`src/rtl/traffic_ctrl_nway.sv`:
```
// N-approach sensor-actuated signal controller: round-robin service of latched
// demand, green extension on the serving approach's sensor, capped green.
module traffic_ctrl_nway #(
    parameter int unsigned NUM_WAYS  = 4,
    parameter int unsigned CNT_W     = 8,
    parameter int unsigned GREEN_MIN = 10,
    parameter int unsigned GREEN_MAX = 30,
    parameter int unsigned YELLOW_T  = 3,
    parameter int unsigned ALLRED_T  = 2,
    localparam int unsigned IDX_W    = (NUM_WAYS > 2) ? $clog2(NUM_WAYS) : 1
) (
    input  logic                    clk,
    input  logic                    rst_n,
    input  logic [NUM_WAYS-1:0]     SENSOR,
    output logic [3*NUM_WAYS-1:0]   lights,
    output logic [IDX_W-1:0]        active_way,
    output logic [1:0]              phase,
    output logic [CNT_W-1:0]        count
);

    typedef enum logic [1:0] {
        GREEN  = 2'b00,
        YELLOW = 2'b01,
        ALLRED = 2'b10
    } phase_t;

    localparam logic [CNT_W-1:0] MIN_LAST = CNT_W'(GREEN_MIN - 1);
    localparam logic [CNT_W-1:0] MAX_LAST = CNT_W'(GREEN_MAX - 1);
    localparam logic [CNT_W-1:0] Y_LAST   = CNT_W'(YELLOW_T - 1);
    localparam logic [CNT_W-1:0] AR_LAST  = CNT_W'(ALLRED_T - 1);
    localparam logic [3*NUM_WAYS-1:0] RST_LIGHTS = {{(NUM_WAYS-1){3'b100}}, 3'b001};

    phase_t                  state, state_nxt;
    logic [IDX_W-1:0]        way_nxt;
    logic [IDX_W-1:0]        next_way, next_way_nxt;
    logic [IDX_W-1:0]        sel_way;
    logic                    sel_valid;
    logic [CNT_W-1:0]        count_nxt;
    logic [NUM_WAYS-1:0]     req, req_nxt;
    logic [3*NUM_WAYS-1:0]   lights_nxt;

    assign phase = state;

    // Round-robin search of latched demand after the active approach; main road is the fallback
    always_comb begin
        int unsigned k;
        k         = 0;
        sel_valid = 1'b0;
        sel_way   = '0;
        for (int unsigned i = 1; i < NUM_WAYS; i++) begin
            k = (32'(active_way) + i) % NUM_WAYS;
            if (!sel_valid && k != 0 && req[IDX_W'(k)]) begin
                sel_valid = 1'b1;
                sel_way   = IDX_W'(k);
            end
        end
        if (!sel_valid && active_way != '0) begin
            sel_valid = 1'b1;
            sel_way   = '0;
        end
    end

    // Phase sequencing, demand latching and light decode
    always_comb begin
        state_nxt    = state;
        way_nxt      = active_way;
        next_way_nxt = next_way;
        count_nxt    = count;
        req_nxt      = req;
        lights_nxt   = RST_LIGHTS;

        case (state)
            GREEN: begin
                if (count >= MIN_LAST && sel_valid &&
                    (!SENSOR[active_way] || count == MAX_LAST)) begin
                    state_nxt    = YELLOW;
                    next_way_nxt = sel_way;
                    count_nxt    = '0;
                end else if (count != MAX_LAST) begin
                    count_nxt = count + CNT_W'(1);
                end
            end
            YELLOW: begin
                if (count == Y_LAST) begin
                    state_nxt = ALLRED;
                    count_nxt = '0;
                end else begin
                    count_nxt = count + CNT_W'(1);
                end
            end
            ALLRED: begin
                if (count == AR_LAST) begin
                    state_nxt = GREEN;
                    way_nxt   = next_way;
                    count_nxt = '0;
                end else begin
                    count_nxt = count + CNT_W'(1);
                end
            end
            default: begin
                state_nxt = GREEN;
                way_nxt   = '0;
                count_nxt = '0;
            end
        endcase

        // Own demand is never latched while green, including the first green cycle
        for (int unsigned k = 0; k < NUM_WAYS; k++) begin
            req_nxt[k] = req[k] | SENSOR[k];
            if ((state == GREEN && active_way == IDX_W'(k)) ||
                (state_nxt == GREEN && way_nxt == IDX_W'(k))) begin
                req_nxt[k] = 1'b0;
            end
            if (way_nxt == IDX_W'(k) && state_nxt == GREEN) begin
                lights_nxt[3*k +: 3] = 3'b001;
            end else if (way_nxt == IDX_W'(k) && state_nxt == YELLOW) begin
                lights_nxt[3*k +: 3] = 3'b010;
            end else begin
                lights_nxt[3*k +: 3] = 3'b100;
            end
        end
    end

    always_ff @(posedge clk) begin
        if (!rst_n) begin
            state      <= GREEN;
            active_way <= '0;
            next_way   <= '0;
            count      <= '0;
            req        <= '0;
            lights     <= RST_LIGHTS;
        end else begin
            state      <= state_nxt;
            active_way <= way_nxt;
            next_way   <= next_way_nxt;
            count      <= count_nxt;
            req        <= req_nxt;
            lights     <= lights_nxt;
        end
    end

endmodule
```
`config.mk`:
```
export PLATFORM = sky130hd
export DESIGN_NAME = traffic_ctrl_nway
export DESIGN_NICKNAME = d
export VERILOG_FILES = /design/src/rtl/traffic_ctrl_nway.sv
export SDC_FILE = /design/constraint.sdc
export NUM_CORES = 1
export LEC_CHECK = 0
export BUFFER_PORTS_ARGS = -buffer_cell sky130_fd_sc_hd__clkbuf_2
export CORE_UTILIZATION = 45
export DETAILED_ROUTE_END_ITERATION = 7
export PLACE_DENSITY = 0.71
export SETUP_SLACK_MARGIN = 0.5
export SLEW_MARGIN = 20
export SYNTH_ARGS = -nofsm -noshare
export SYNTH_HDL_FRONTEND = slang
export SYNTH_SLANG_ARGS = --single-unit
```
`constraint.sdc`:
```
create_clock -name clk -period 5.5 [get_ports clk]
set_clock_uncertainty 0.1 [all_clocks]
set_input_delay 0.825 -clock clk [delete_from_list [all_inputs] [get_ports clk]]
set_output_delay 0.825 -clock clk [all_outputs]
set_load 0.05 [all_outputs]
```
# [Yosys cells after proc, flatten, opt, wreduce, memory -nomap -nowiden]
# Index checks and enable logic that the tools add are counted.
[totals] out_inout_bits=24 ff_bits=30 input_bits=6 elab_cells=122
[classes] mux=34 order_cmp=5 bitwise=5 n_eq_ne=14 reduce_logical=47 n_addsub=4
[ops] operator="32-bit nonzero test" count=3
[ops] operator="8-bit two-way mux" count=4
[ops] operator="8-bit case mux with 3 select lines" count=1
[ops] operator="3-bit two-way mux" count=7
[ops] operator="1-bit logical AND" count=20
[ops] operator="2-bit OR reduction" count=9
[ops] operator="2-bit two-way mux" count=8
[ops] operator="2-bit by 3-bit < comparator with 1-bit output (second input constant)" count=4
[ops] operator="2-bit == test (second input constant)" count=5
[ops] operator="8-bit by 1-bit adder with 8-bit output (second input constant)" count=1
[ops] operator="1-bit binary-select mux with 2-bit select" count=4
[ops] operator="2-bit by 1-bit == test with 1-bit output (second input constant)" count=4
[ops] operator="8-bit by 1-bit == test with 1-bit output (second input constant)" count=1
[ops] operator="8-bit by 2-bit == test with 1-bit output (second input constant)" count=1
[ops] operator="8-bit by 5-bit == test with 1-bit output (second input constant)" count=1
[ops] operator="8-bit by 4-bit >= comparator with 1-bit output (second input constant)" count=1
[ops] operator="2-bit zero test" count=4
[ops] operator="1-bit two-way mux" count=8
[ops] operator="8-bit by 5-bit != test with 1-bit output (second input constant)" count=1
[ops] operator="2-bit case mux with 3 select lines" count=1
[ops] operator="1-bit logical OR" count=5
[ops] operator="2-bit adder (second input constant)" count=2
[ops] operator="1-bit zero test" count=4
[ops] operator="1-bit bitwise OR" count=4
[ops] operator="6 further kinds" count=6

# [Logic depth before layout (Yosys ltp)]
[depth] depth_word=24 depth_mapped=8 mapped_depth_nobuf=7

# [Least setup slack after synthesis]
# No wires, ideal clock.
[synth_path] kind="reg2reg" from="reg active_way[0]" to="reg req[2]" setup_time_ns=0.120 setup_slack_ns=2.337 stages_incl_launch_ff=9 required_time_ns=5.280 arrival_time_ns=2.943 path_cell_list="dfxtp_1 -> buf_6 -> inv_1 -> ha_1 -> mux2i_1 -> o21ai_0 -> a2111oi_4 -> o21ai_2 -> o31a_1"
[synth_via] elab_chain_cells=24
[synth_rtl] item="start, declared" line="16" text="output logic [IDX_W-1:0] active_way,"
[synth_rtl] item="start signal, assigned" line="134" text="active_way <= way_nxt;"
[synth_rtl] item="2-bit by 1-bit adder with 2-bit output" line="51" text="k = (32'(active_way) + i) % NUM_WAYS;"
[synth_rtl] item="1-bit binary-select mux with 2-bit select" line="52" text="if (!sel_valid && k != 0 && req[IDX_W'(k)]) begin"
[synth_rtl] item="1-bit two-way mux (implied by the code)" line="52"
[synth_rtl] item="1-bit logical AND" line="52"
[synth_rtl] item="1-bit two-way mux" line="52"
[synth_rtl] item="1-bit zero test" line="52"
[synth_rtl] item="1-bit logical AND (2 in a row)" line="52"
[synth_rtl] item="1-bit two-way mux" line="52"
[synth_rtl] item="[6 not listed]"
[synth_rtl] item="1-bit two-way mux" line="57" text="if (!sel_valid && active_way != '0) begin"
[synth_rtl] item="1-bit logical AND (2 in a row)" line="74" text="if (count >= MIN_LAST && sel_valid &&"
[synth_rtl] item="2-bit two-way mux" line="74"
[synth_rtl] item="2-bit case mux with 3 select lines" line="72" text="case (state)"
[synth_rtl] item="2-bit zero test" line="111" text="(state_nxt == GREEN && way_nxt == IDX_W'(k))) begin"
[synth_rtl] item="1-bit logical AND" line="111"
[synth_rtl] item="1-bit logical OR *" line="110" text="if ((state == GREEN && active_way == IDX_W'(k)) ||"
[synth_rtl] item="2-bit OR reduction (no line) *"
[synth_rtl] item="end signal, assigned" line="137" text="req <= req_nxt;"
[synth_rtl] item="end, declared" line="39" text="logic [NUM_WAYS-1:0] req, req_nxt;"
# Every way passes the cells marked *; elsewhere a longest branch is shown, timed or not. The select of a mux whose other input is x is not followed.
# A chain may end at the register's enable or synchronous reset.

# [Worst setup path in the final report]
# Same ends and word-level chain as after synthesis.

==> flow_metrics.py <==
metrics = {
    "clock_tree": {
        "cts_setup_buffers": 0,
        "tritoncts": "built",
        "cts_buffer_depth": 2,
        "ctsResizeCount": 0,
        "ctsRootBufferMaster": "clkbuf_8",
        "clkLatencyLatePin_ns": 0.28,
        "cts.sinks": 30,
        "clk_pin_slew_worst_paths_ns": 0.07,
        "htree_levels": 2,
        "postCtsHoldBufs": 0,
        "cts_buffers": 5,
    },
    "synth": {
        "synthesis.area_um2": 1680,
        "synth_cell_types": 55,
        "synth-seq-area-share": 0.358,
        "synth_fp_nets": 197,
        "synthTopCellsByArea": "dfxtp_1 36%, ha_1 7.5%, nor2_1 4.5%",
        "synth-edff-count": 0,
        "syn_avg_cell_area_um2": 9.26,
        "synthFlopType": "dfxtp_1",
        "synth-async-reset-ratio": 0,
        "netlist_instances": 181,
        "yosysWarnings": 0,
        "synth_top_area_frac": 0.358,
        "synth_top_area_cell": "dfxtp_1",
        "yosys_register_bits": 30,
    },
    "worst_setup_path": {
        "crit_chain": "inv_1 -> ha_1 -> mux2i_1 -> o21ai_0 -> a2111oi_4 -> o21ai_2 -> o31a_1",
        "crit_path_top_delay_cell": "dfxtp_1",
        "worstPathRequired_ns": 5.57,
        "critPathKind": "reg2reg",
        "end_kind": "flop",
        "cp_max_fo": 17,
        "arrival_ns": 3.69,
        "cpPeakStageDelay_ns": 0.75,
        "startpoint_type": "flop",
    },
    "finish": {
        "fin_area_um2": 1940,
        "fin_nets": 227,
        "syn_to_final_growth_pct": 15.8,
        "drive_above_1_share": 0.255,
        "fill_cells": 313,
        "n_antenna_cell": 0,
    },
    "placement": {
        "hpwl_um": 2940,
        "postPlaceCellArea_um2": 1850,
        "place.gp.congestion": 0.877,
        "dp_slack_ns": 1.95,
        "place.port_buffers": 29,
    },
    "floorplan": {
        "start_util": 0.487,
        "io_pins": 30,
        "die_area_um2": 3970,
        "die_w_um": 63.0,
        "core_um2": 3440,
        "die_h_um": 63.0,
        "rows": 21,
    },
    "timing": {
        "setup_ws_ns": 1.88,
        "setup-tns-final_ns": 0,
        "fmax_ghz": 0.276,
        "drv_slew": 0,
        "final.min_clock_period_ns": 3.62,
        "fin_crit_sh": 0.658,
        "rsz0062_at_grt": "no",
        "whs_ns": 0.433,
        "setup_viol": 0,
        "tightest_slew_ns": 0.759,
        "slew_headroom": 0.490,
        "hold_viol": 0,
    },
    "detailed_routing": {
        "totalWireLength_um": 3890,
        "firstDrtPassIters": 4,
        "drtIter0Drc": 92,
        "routed_via_density": 5.82,
        "wl_per_cell_um": 15.1,
        "drc": 0,
        "antenna_left": 0,
        "vias": 1502,
    },
    "global_routing": {
        "grt_pass1_wl_um": 6480,
        "grt_start_max_net_pins": 18,
        "grt_pass1_vias": 1381,
        "grt_use_total": 0.207,
        "antenna_found_initial": 0,
        "overflow": 0,
    },
    "hold_path": {
        "hp-class": "reg2reg",
    },
    "run": {
        "cap_violations": 0,
    },
    "power_and_ir_drop": {
        "p_total_uw": 563,
        "powerDensity_nw_per_um2": 290,
        "leakage_nw": 0.808,
        "vdd_drop_max_mv": 0.226,
    },
    "status": {
        "status": "completed",
    },
}
[logic make-up after synthesis]
family | synth area share
buffers and inverters | 0.0396
DFF | 0.358
adders and majority gates | 0.0747
muxes | 0.0373
xor gates and xnor gates | 0.0314
and+or+nand+nor | 0.238
AOI/OAI and AO/OA | 0.221
[registers in the layout (all words and copies together) (netlist names)]
| register | count |
|---|---|
| active_way | 2 |
| count | 8 |
| lights | 12 |
| next_way | 2 |
| phase | 2 |
| req | 4 |
[final timing paths]
check,cells past startpoint,endpoint,startpoint,slack (ns)
worst max-delay path,7,req[2],active_way[0],1.88
worst min-delay path,2,next_way[0],next_way[0],0.43
worst max register to register,7,req[2],active_way[0],1.88
worst min register to register,2,next_way[0],next_way[0],0.43
[critical path, delay by kind of cell, from the launching register on]
family / cells / cell delay (ns)
DFF: 1 / 0.75
muxes: 1 / 0.42
AOI/OAI and AO/OA: 4 / 1.47
buffers and inverters: 1 / 0.30
adders and majority gates: 1 / 0.46
[cells in the final DEF (no fill, tap or decap), types with 2 or more instances in the layout]
cell and instances:
o21bai_1 2, a21oi_1 5, inv_1 9, nand4_1 5, dfxtp_1 30, a221oi_1 2, nand2_1 8, nor3_1 8
or4_4 2, clkbuf_8 6, nor3b_1 2, o21ai_2 2, o21a_1 2, a311o_1 2, a211oi_2 2, or3_1 3
o21ai_0 6, and3_1 3, a211oi_1 2, ha_1 10, xnor2_1 4, o31ai_1 3, xor2_1 2, clkbuf_2 29
mux2i_1 4, nand3_1 6, or2_1 2, o211ai_1 2, nor2_1 20, nor4_2 2, o211a_1 2
[cells in the mapped netlist (all sizes together) (2+ instances only)]
library cell and count:
a211oi 4, a21oi 5, a221oi 2, a311o 2
and3 3, buf 3, clkbuf 3, dfxtp 30
ha 10, inv 9, mux2i 4, nand2 8
nand3 6, nand4 5, nor2 20, nor3 8
nor3b 2, nor4 3, o211a 2, o211ai 2
o21a 3, o21ai 8, o21bai 2, o31ai 3
or2 3, or3 3, or4 2, xnor2 4
xor2 2
[per-stage QoR]
stage | util | std cells
6_report | 0.564 | 258
5_1_grt | 0.564 | 258
4_1_cts | 0.564 | 258
3_5_place_dp | 0.536 | 250
3_3_place_gp | 0.536 | 250
2_1_floorplan | - | 181
[final cells by class]
type / count / area, um^2 / area share
inverters: 9 / 33.8 / 0.0174
repair buffers: 29 / 145 / 0.0748
well taps: 46 / 57.6 / 0.0297
clock inverters: 2 / 12.5 / 0.00645
clock buffers: 6 / 82.6 / 0.0426
multi-input cells: 136 / 1010 / 0.520
flip-flops and latches: 30 / 601 / 0.309
[report_power, final]
| group | total [mW] | leakage [nW] | switching, mW | internal [mW] |
|---|---|---|---|---|
| Sequential | 0.252 | 0.244 | 0.0229 | 0.229 |
| Clock | 0.183 | 0.0472 | 0.0826 | 0.100 |
| Combinational | 0.127 | 0.518 | 0.0857 | 0.0418 |
| Total | 0.563 | 0.808 | 0.191 | 0.371 |
[routing by layer]
| metal | share of wire | global-route usage | vias to the layer above | routed length [um] |
|---|---|---|---|---|
| met5 | 0 | 0 | - | 0 |
| met4 | 0.0059 | 0.0552 | 0 | 23 |
| met3 | 0.062 | 0.0620 | 4 | 240 |
| met2 | 0.48 | 0.333 | 52 | 1870 |
| met1 | 0.45 | 0.267 | 710 | 1760 |
| li1 | - | - | 736 | - |
No activity file was read; power rests on OpenSTA's default activity.
